`config.mk`:
```
export PLATFORM = sky130hd
export DESIGN_NAME = mips_muldiv_seq
export DESIGN_NICKNAME = d
export VERILOG_FILES = /design/src/rtl/mips_muldiv_seq.sv
export SDC_FILE = /design/constraint.sdc
export NUM_CORES = 1
export LEC_CHECK = 0
export BUFFER_PORTS_ARGS = -buffer_cell sky130_fd_sc_hd__buf_4
export CORE_ASPECT_RATIO = 0.8
export CORE_MARGIN = 4
export CORE_UTILIZATION = 35
export CTS_CLUSTER_SIZE = 24
export DETAILED_ROUTE_END_ITERATION = 8
export PLACE_DENSITY = 0.61
export SLEW_MARGIN = 20
export SYNTH_ARGS = -nofsm -noshare
export SYNTH_HDL_FRONTEND = slang
export SYNTH_SLANG_ARGS = --single-unit
```
`constraint.sdc`:
```
create_clock -name clk -period 5.2 [get_ports clk]
set_input_delay 0.52 -clock clk [delete_from_list [all_inputs] [get_ports clk]]
set_output_delay 0.52 -clock clk [all_outputs]
set_load 0.01 [all_outputs]
```
`src/rtl/mips_muldiv_seq.sv`:
```
// Sequential multiply/divide unit producing the HI/LO result pair.
// One multiplier or quotient bit is retired per cycle. Operands are turned into
// magnitudes on accept, and the result signs are restored in a single FIX cycle.
module mips_muldiv_seq #(
  parameter int WIDTH = 32
) (
  input  logic             clk,
  input  logic             reset,
  input  logic             start,
  input  logic [4:0]       FS,
  input  logic [WIDTH-1:0] S,
  input  logic [WIDTH-1:0] T,
  output logic             busy,
  output logic             done,
  output logic [WIDTH-1:0] Y_hi,
  output logic [WIDTH-1:0] Y_lo,
  output logic             N,
  output logic             Z,
  output logic             V,
  output logic             C
);

  localparam int CW = $clog2(WIDTH) + 1;
  localparam logic [4:0] FS_MUL  = 5'h1A;
  localparam logic [4:0] FS_MULU = 5'h1B;
  localparam logic [4:0] FS_DIV  = 5'h1C;
  localparam logic [4:0] FS_DIVU = 5'h1D;
  localparam logic [WIDTH-1:0] MIN_VAL = {1'b1, {(WIDTH-1){1'b0}}};

  typedef enum logic [1:0] {IDLE, CALC, FIX} state_t;
  typedef enum logic [1:0] {OP_MUL, OP_MULU, OP_DIV, OP_DIVU} op_t;

  state_t             state_reg, state_next;
  op_t                op_reg, op_next;
  logic [WIDTH-1:0]   a_reg, a_next;          // |S|: multiplicand
  logic [WIDTH-1:0]   b_reg, b_next;          // |T|: divisor
  logic [WIDTH-1:0]   s_raw_reg, s_raw_next;  // S as latched, for divide-by-zero
  logic               s_neg_reg, s_neg_next;
  logic               t_neg_reg, t_neg_next;
  logic               dz_reg, dz_next;
  logic               ovf_reg, ovf_next;
  logic [CW-1:0]      cnt_reg, cnt_next;
  logic [2*WIDTH-1:0] acc_reg, acc_next;      // product, or quotient in low half
  logic [WIDTH:0]     rem_reg, rem_next;
  logic [WIDTH-1:0]   y_hi_reg, y_hi_next;
  logic [WIDTH-1:0]   y_lo_reg, y_lo_next;
  logic               n_reg, n_next;
  logic               z_reg, z_next;
  logic               v_reg, v_next;
  logic               done_reg, done_next;

  // Decode of the incoming request
  op_t              op_dec;
  logic             fs_ok;
  logic             sgn_in, div_in, s_neg_in, t_neg_in;
  logic [WIDTH-1:0] s_abs, t_abs;

  // Datapath helpers
  logic [WIDTH:0]     add_sum;
  logic [WIDTH+1:0]   div_shift, div_diff;
  logic               res_neg;
  logic [2*WIDTH-1:0] prod;
  logic [WIDTH-1:0]   quo, remd, hi_v, lo_v;

  // Map the function code onto an operation; unknown codes are not accepted
  always_comb begin
    op_dec = OP_MUL;
    fs_ok  = 1'b1;
    case (FS)
      FS_MUL:  op_dec = OP_MUL;
      FS_MULU: op_dec = OP_MULU;
      FS_DIV:  op_dec = OP_DIV;
      FS_DIVU: op_dec = OP_DIVU;
      default: fs_ok  = 1'b0;
    endcase
  end

  assign sgn_in   = (op_dec == OP_MUL) || (op_dec == OP_DIV);
  assign div_in   = (op_dec == OP_DIV) || (op_dec == OP_DIVU);
  assign s_neg_in = sgn_in & S[WIDTH-1];
  assign t_neg_in = sgn_in & T[WIDTH-1];
  assign s_abs    = s_neg_in ? -S : S;
  assign t_abs    = t_neg_in ? -T : T;

  // Shift-add step: the low half holds the unconsumed multiplier bits
  assign add_sum  = {1'b0, acc_reg[2*WIDTH-1:WIDTH]} + (acc_reg[0] ? {1'b0, a_reg} : '0);
  // Restoring divide step: negative difference means keep the shifted remainder
  assign div_shift = {rem_reg, acc_reg[WIDTH-1]};
  assign div_diff  = div_shift - {2'b00, b_reg};

  assign res_neg = s_neg_reg ^ t_neg_reg;
  assign prod    = res_neg ? -acc_reg : acc_reg;
  assign quo     = res_neg ? -acc_reg[WIDTH-1:0] : acc_reg[WIDTH-1:0];
  assign remd    = s_neg_reg ? -rem_reg[WIDTH-1:0] : rem_reg[WIDTH-1:0];

  // Next-state, datapath and result computation
  always_comb begin
    state_next = state_reg;
    op_next    = op_reg;
    a_next     = a_reg;
    b_next     = b_reg;
    s_raw_next = s_raw_reg;
    s_neg_next = s_neg_reg;
    t_neg_next = t_neg_reg;
    dz_next    = dz_reg;
    ovf_next   = ovf_reg;
    cnt_next   = cnt_reg;
    acc_next   = acc_reg;
    rem_next   = rem_reg;
    y_hi_next  = y_hi_reg;
    y_lo_next  = y_lo_reg;
    n_next     = n_reg;
    z_next     = z_reg;
    v_next     = v_reg;
    done_next  = 1'b0;
    hi_v       = '0;
    lo_v       = '0;

    case (state_reg)
      IDLE: begin
        if (start && fs_ok) begin
          op_next    = op_dec;
          a_next     = s_abs;
          b_next     = t_abs;
          s_raw_next = S;
          s_neg_next = s_neg_in;
          t_neg_next = t_neg_in;
          dz_next    = div_in && (T == '0);
          ovf_next   = (op_dec == OP_DIV) && (S == MIN_VAL) && (T == '1);
          acc_next   = {{WIDTH{1'b0}}, div_in ? s_abs : t_abs};
          rem_next   = '0;
          cnt_next   = '0;
          state_next = (div_in && (T == '0)) ? FIX : CALC;
        end
      end

      CALC: begin
        cnt_next = cnt_reg + 1'b1;
        if (op_reg == OP_MUL || op_reg == OP_MULU) begin
          acc_next = {add_sum, acc_reg[WIDTH-1:1]};
        end else begin
          rem_next = div_diff[WIDTH+1] ? div_shift[WIDTH:0] : div_diff[WIDTH:0];
          acc_next = {acc_reg[2*WIDTH-1:WIDTH], acc_reg[WIDTH-2:0], ~div_diff[WIDTH+1]};
        end
        if (cnt_reg == CW'(WIDTH - 1)) state_next = FIX;
      end

      FIX: begin
        case (op_reg)
          OP_MUL, OP_MULU: begin
            hi_v   = prod[2*WIDTH-1:WIDTH];
            lo_v   = prod[WIDTH-1:0];
            z_next = (acc_reg == '0);
            if (op_reg == OP_MUL) begin
              n_next = hi_v[WIDTH-1];
              v_next = (hi_v != {WIDTH{lo_v[WIDTH-1]}});
            end else begin
              n_next = 1'b0;
              v_next = (hi_v != '0);
            end
          end
          default: begin
            if (dz_reg) begin
              lo_v   = '1;
              hi_v   = s_raw_reg;
              v_next = 1'b1;
            end else if (ovf_reg) begin
              lo_v   = MIN_VAL;
              hi_v   = '0;
              v_next = 1'b1;
            end else begin
              lo_v   = quo;
              hi_v   = remd;
              v_next = 1'b0;
            end
            n_next = (op_reg == OP_DIV) ? lo_v[WIDTH-1] : 1'b0;
            z_next = (lo_v == '0);
          end
        endcase
        y_hi_next  = hi_v;
        y_lo_next  = lo_v;
        done_next  = 1'b1;
        state_next = IDLE;
      end

      default: state_next = IDLE;
    endcase
  end

  // State and datapath registers; reset aborts any operation in flight
  always_ff @(posedge clk) begin
    if (reset) begin
      state_reg <= IDLE;
      op_reg    <= OP_MUL;
      a_reg     <= '0;
      b_reg     <= '0;
      s_raw_reg <= '0;
      s_neg_reg <= 1'b0;
      t_neg_reg <= 1'b0;
      dz_reg    <= 1'b0;
      ovf_reg   <= 1'b0;
      cnt_reg   <= '0;
      acc_reg   <= '0;
      rem_reg   <= '0;
      y_hi_reg  <= '0;
      y_lo_reg  <= '0;
      n_reg     <= 1'b0;
      z_reg     <= 1'b0;
      v_reg     <= 1'b0;
      done_reg  <= 1'b0;
    end else begin
      state_reg <= state_next;
      op_reg    <= op_next;
      a_reg     <= a_next;
      b_reg     <= b_next;
      s_raw_reg <= s_raw_next;
      s_neg_reg <= s_neg_next;
      t_neg_reg <= t_neg_next;
      dz_reg    <= dz_next;
      ovf_reg   <= ovf_next;
      cnt_reg   <= cnt_next;
      acc_reg   <= acc_next;
      rem_reg   <= rem_next;
      y_hi_reg  <= y_hi_next;
      y_lo_reg  <= y_lo_next;
      n_reg     <= n_next;
      z_reg     <= z_next;
      v_reg     <= v_next;
      done_reg  <= done_next;
    end
  end

  assign busy = (state_reg != IDLE);
  assign done = done_reg;
  assign Y_hi = y_hi_reg;
  assign Y_lo = y_lo_reg;
  assign N    = n_reg;
  assign Z    = z_reg;
  assign V    = v_reg;
  assign C    = 1'b0;

endmodule

```
# Yosys cells after proc, flatten, opt, wreduce, memory -nomap -nowiden

Cells that the tools add are included.

Flip-flop bits (word level): 275
Input bits: 72
Output and inout port bits: 70
Word-level logic and storage cells: 111

Add/sub/neg operators: 8
Equal/unequal tests: 18
Multiplexer cells: 39
Bitwise logic cells: 4
Reduce and logical (&&, ||, !) cells: 23

Operators by type and width:

| kind                                                                  | count |
|---|---|
| 32-bit two-way mux                                                    | 14 |
| 64-bit two-way mux                                                    | 3 |
| 32-bit negator                                                        | 4 |
| 64-bit case mux with 2 select lines                                   | 1 |
| 33-bit two-way mux                                                    | 3 |
| 33-bit case mux with 2 select lines                                   | 1 |
| 32-bit equality test, second input constant                           | 2 |
| 32-bit logical NOT                                                    | 2 |
| 64-bit logical NOT                                                    | 1 |
| 64-bit negator                                                        | 1 |
| 34-bit by 32-bit subtractor with 34-bit output                        | 1 |
| 32-bit by 32-bit adder with 33-bit output                             | 1 |
| 32-bit inequality test                                                | 1 |
| 32-bit nonzero test                                                   | 1 |
| 5-bit equality test, second input constant                            | 4 |
| 6-bit case mux with 2 select lines                                    | 1 |
| 1-bit two-way mux                                                     | 10 |
| 2-bit equality test, second input constant                            | 4 |
| 2-bit inequality test, second input constant                          | 4 |
| 6-bit by 1-bit adder with 6-bit output, second input constant         | 1 |
| 6-bit by 5-bit equality test with 1-bit output, second input constant | 1 |
| 2-bit logical NOT                                                     | 3 |
| 2-bit two-way mux                                                     | 3 |
| 6-bit two-way mux                                                     | 1 |
| other kinds (13)                                                      | 24 |

# Longest topological paths before layout

Word-level depth: 9
Mapped depth: 16
Depth with buffers taken out: 15

# Worst setup path before layout

Ideal clock, no wire load.

Path type: reg2reg
Start point: register acc_reg[14]
End point: register v_reg, in the netlist V
Library setup time: 0.116 ns
Arrival: 3.783 ns
Required time: 5.084 ns
Path slack: 1.300 ns
Stages on the path, launching flop included: 14
Buffers on the path: 3
Clock period less this slack: 3.900 ns
Path through: dfxtp_1 buf_6 or4_4 or4_4 buf_6 or4_4 buf_6 or3_4 o31ai_1 xnor2_1 o22ai_1 a2111oi_0 nand4_1 o211a_1

Longest elaborated chain between the ends: 5
Elaborated cells on any way between the ends: 6
Those cells by class: 1 x add/sub; 1 x eq/ne; 3 x mux; 1 x reduce/logical

RTL lines:

| item                                                          | RTL line | RTL |
|---|---|---|
| start: declaration                                            | 43       | `logic [2*WIDTH-1:0] acc_reg, acc_next;` |
| start signal: assignment                                      | 222      | `acc_reg <= acc_next;` |
| 64-bit negator (*)                                            | 92       | `assign prod = res_neg ? -acc_reg : acc_reg;` |
| 64-bit two-way mux (*)                                        | 92       |  |
| 32-bit inequality test or 32-bit nonzero test (tied branches) | 156, 159 |  |
| 1-bit two-way mux (*)                                         | 154      | `if (op_reg == OP_MUL) begin` |
| 1-bit two-way mux (*)                                         | 149      | `case (op_reg)` |
| end signal: assignment                                        | 228      | `v_reg <= v_next;` |
| end: declaration                                              | 49       | `logic v_reg, v_next;` |

Every way passes the cells marked *; elsewhere a longest branch is shown, timed or not.
A chain may end at the register's enable or synchronous reset.

# Worst setup path after layout

Start point: register acc_reg[0]
End point: register acc_reg[60]

Longest elaborated chain between the ends: 4

RTL lines:

| item                                      | RTL line | RTL |
|---|---|---|
| 32-bit two-way mux                        | 86       | `assign add_sum = {1'b0, acc_reg[2*WIDTH-1:WIDTH]} + (acc_reg[0] ? {1'b0, a_reg} : '0);` |
| 32-bit by 32-bit adder with 33-bit output | 86       |  |
| 64-bit two-way mux                        | 139      | `if (op_reg == OP_MUL \|\| op_reg == OP_MULU) begin` |
| 64-bit case mux with 2 select lines       | 119      | `case (state_reg)` |

Every way passes these cells. The select of a mux whose other input is x is not followed.

==> results.toml <==
[finish]
area_delta_synth_final_pct = 14.77
final_common_cell = "dfxtp_1"
largest_reg_flops = 64
layout_common_cells = "273 x dfxtp_1, 267 x nand2_1, 234 x nor2_1, 213 x a21oi_1, 176 x buf_4"
final_layout_size_suffix_gt1_share_pct = 10.88
post-route-util_pct = 40.74
ff_latch_area_mm2 = 0.005489
nFillCells = 5455
final_area_mm2 = 0.02141
multi_input_area_mm2 = 0.01232
fin_nets = 2630

[critical_path]
r2r_end = "acc_reg[60]"
r2r_cells = 14
worst_setup_path_end_kind = "register"
setup.worst_path.class = "register to register"
crit_cells = 14
rrSetupSlack_ns = 0.99
crit_buf_inv = 1
r2r_start = "acc_reg[0]"
cp_top_family = "compound AO/OA/AOI/OAI gates"
crit_fanout = 31
startpoint_type = "register"
cpMaxStageDelayCell = "a2111oi_0"
path_cells = "buf_4 > and2_1 > ha_1 > a21o_1 > a21o_1 > a2111oi_0 > o311ai_0 > and4_1 > a31oi_1 > o31ai_1 > a2111oi_0 > nor2_1 > or3_1 > nand3_1"
critPathRequiredTime_ns = 5.69
crit_arrival_ns = 4.70
slowest_delay_ns = 0.62

[power]
power.switching_mw = 1.807
p_int_mw = 4.005
seq_power_share_pct = 38.0
p_comb_share_pct = 20.2
powerDensity_mw_per_mm2 = 271.5
finalPower_mw = 5.813
swShare_pct = 31.10
p_clk_share_pct = 41.9
ir_drop_v = 0.0002232
power_leakage_nw = 8.408

[sta]
finalMaxSlewViolations = 0
fin_crit_ns = 4.209
max_slew.worst_pin.slew_ns = 1.061
fin_skew_ns = 0.02715
setup-tns-final_ns = 0
fmax_mhz = 237.6
rsz0062_at_grt = "false"
setup_viol = 0
maxSlewHeadroom_pct = 29.00
hold_viol = 0
fin_crit_sh_pct = 80.95

[floorplanning]
start_util_pct = 35.50
dieArea_mm2 = 0.05707
die_h_um = 214.5
ios = 142
num_rows = 75
die-width_um = 266.1
core_area_mm2 = 0.05255

[synth]
ys_types = 83
synth_edf_count = 0
synthTopCellsByArea = "dfxtp_1 29%, a21oi_1 5.7%, nand2_1 5.4%"
seq_area_frac_synth_pct = 29.41
ys.flop_type = "dfxtp_1"
synth_top_area_share_pct = 29.41
ys_ff_latch = 274
synth_cells = 2438
synth_nets = 2582
ys_warn_count = 0
synth_top_area_cell = "dfxtp_1"
netlist_area_mm2 = 0.01865
synthArstFlopShare_pct = 0
syn_avg_cell_area_um2 = 7.651

[global_routing]
grt_use_total_pct = 23.78
grtUsageMet1_pct = 35.70
antenna_found_initial = 2
overflow = 0
grt_use_met2_pct = 34.36
grt_max_degree = 137
grt_pass1_wl_um = 106800
grt-busiest-layer = "met1"
use_met3_pct = 4.807
first_global_vias = 17320

[min_path]
hold_path_startpoint = "S[10]"
hold_depth = 3
min_to = "s_raw_reg[10]"
hold_class = "primary input to register"

[clocking]
tritoncts = "done"
clockBufferDepth = 3
clockRootBuffer = "clkbuf_16"
numCtsBuffers = 34
cts_resized = 0
post_cts_buffers = 0
hold_buffers = 0
clock_sinks = 274
htree_levels = 2
clk_latency_ns = 0.57
clk_pin_slew_ns = 0.07

[placed_design]
gp_congestion = 0.9683
dp_hpwl_um = 53470
dpl_cell_area_mm2 = 0.02030
io_buffers = 140

[route]
drc = 0
vias_per_cell = 5.834
first_pass_iters = 5
wl_per_cell_um = 22.05
postRouteAntennaNets = 0
first_iter_violations = 2008
vias = 18690
routed_wl_um = 70610

[run]
cap_viol_max_count = 0

[status]
status = "complete, no violations"
## synth_stat cells, types with 26 or more instances
master,n
o21ai_0,104
and2_1,46
xor2_1,92
mux2i_1,71
nand2_1,268
nor2_1,236
clkbuf_1,150
inv_1,69
a21o_1,36
dfxtp_1,274
o31ai_1,27
a21oi_1,213
nor2b_1,26
xnor2_1,113
nor3_1,82
ha_1,70
nand3_1,48
a211oi_1,126
## worst min-delay path, delay by kind of cell
kind,cells,cell delay (ns)
AOI/OAI and AO/OA,1,0.05
buffers and inverters,1,0.14
and+or+nand+nor,1,0.05
## power groups by stage
stage	logic [mW]	registers (mW)	clock network [mW]
after floorplan	0.772	2.23	0
after global placement	1.14	2.25	0
after detailed placement	1.14	2.25	0
after CTS	1.15	2.21	2.49
after global routing	1.26	2.21	2.56
final	1.17	2.21	2.43
## worst max path at each step
stage	start	end	slack, ns
final	acc_reg[0]	acc_reg[60]	0.99
after detailed placement	acc_reg[0]	acc_reg[60]	1.08
after CTS	acc_reg[0]	acc_reg[60]	1.05
after global routing	acc_reg[0]	acc_reg[60]	0.53
after global placement	acc_reg[0]	acc_reg[61]	1.17
after floorplan	acc_reg[14]	V	1.30
## metal layers
| layer | wire length, µm | vias to the layer above |
|---|---|---|
| li1 | - | 8873 |
| met1 | 32660 | 8914 |
| met2 | 29420 | 792 |
| met3 | 6873 | 102 |
| met4 | 1566 | 4 |
| met5 | 93 | - |
## per-stage QoR
stage / setup slack [ns] / hold slack [ns] / instances
4_1_cts: 1.047 / 0.2062 / 3202
5_1_grt: 0.5270 / 0.2331 / 3203
3_3_place_gp: 1.174 / 0.4425 / 3143
3_5_place_dp: 1.084 / 0.4465 / 3143
2_1_floorplan: 1.300 / 0.4362 / 2438
6_report: 0.9906 / 0.2336 / 3203
## cells by family (layout without fill, tap and decap cells)
| family | count (synthesis) | after routing | synth area share, % |
|---|---|---|---|
| and+or+nand+nor | 877 | 877 | 22.48 |
| AOI/OAI and AO/OA | 697 | 697 | 24.54 |
| DFF | 274 | 274 | 29.41 |
| buffers and inverters | 236 | 307 | 4.903 |
| xor gates and xnor gates | 205 | 205 | 9.626 |
| muxes | 76 | 76 | 4.112 |
| adders and majority gates | 72 | 72 | 4.910 |
| other | 1 | 2 | 0.02010 |
## layout make-up
class / count / area share [%]
multi-input cells: 1928 / 57.57
flip-flops and latches: 274 / 25.64
repair buffers: 178 / 6.318
clock buffers: 46 / 4.418
well taps: 693 / 4.050
inverters: 70 / 1.227
clock inverters: 13 / 0.7656
diodes: 1 / 0.01169
(Power assumes the default switching activity.)
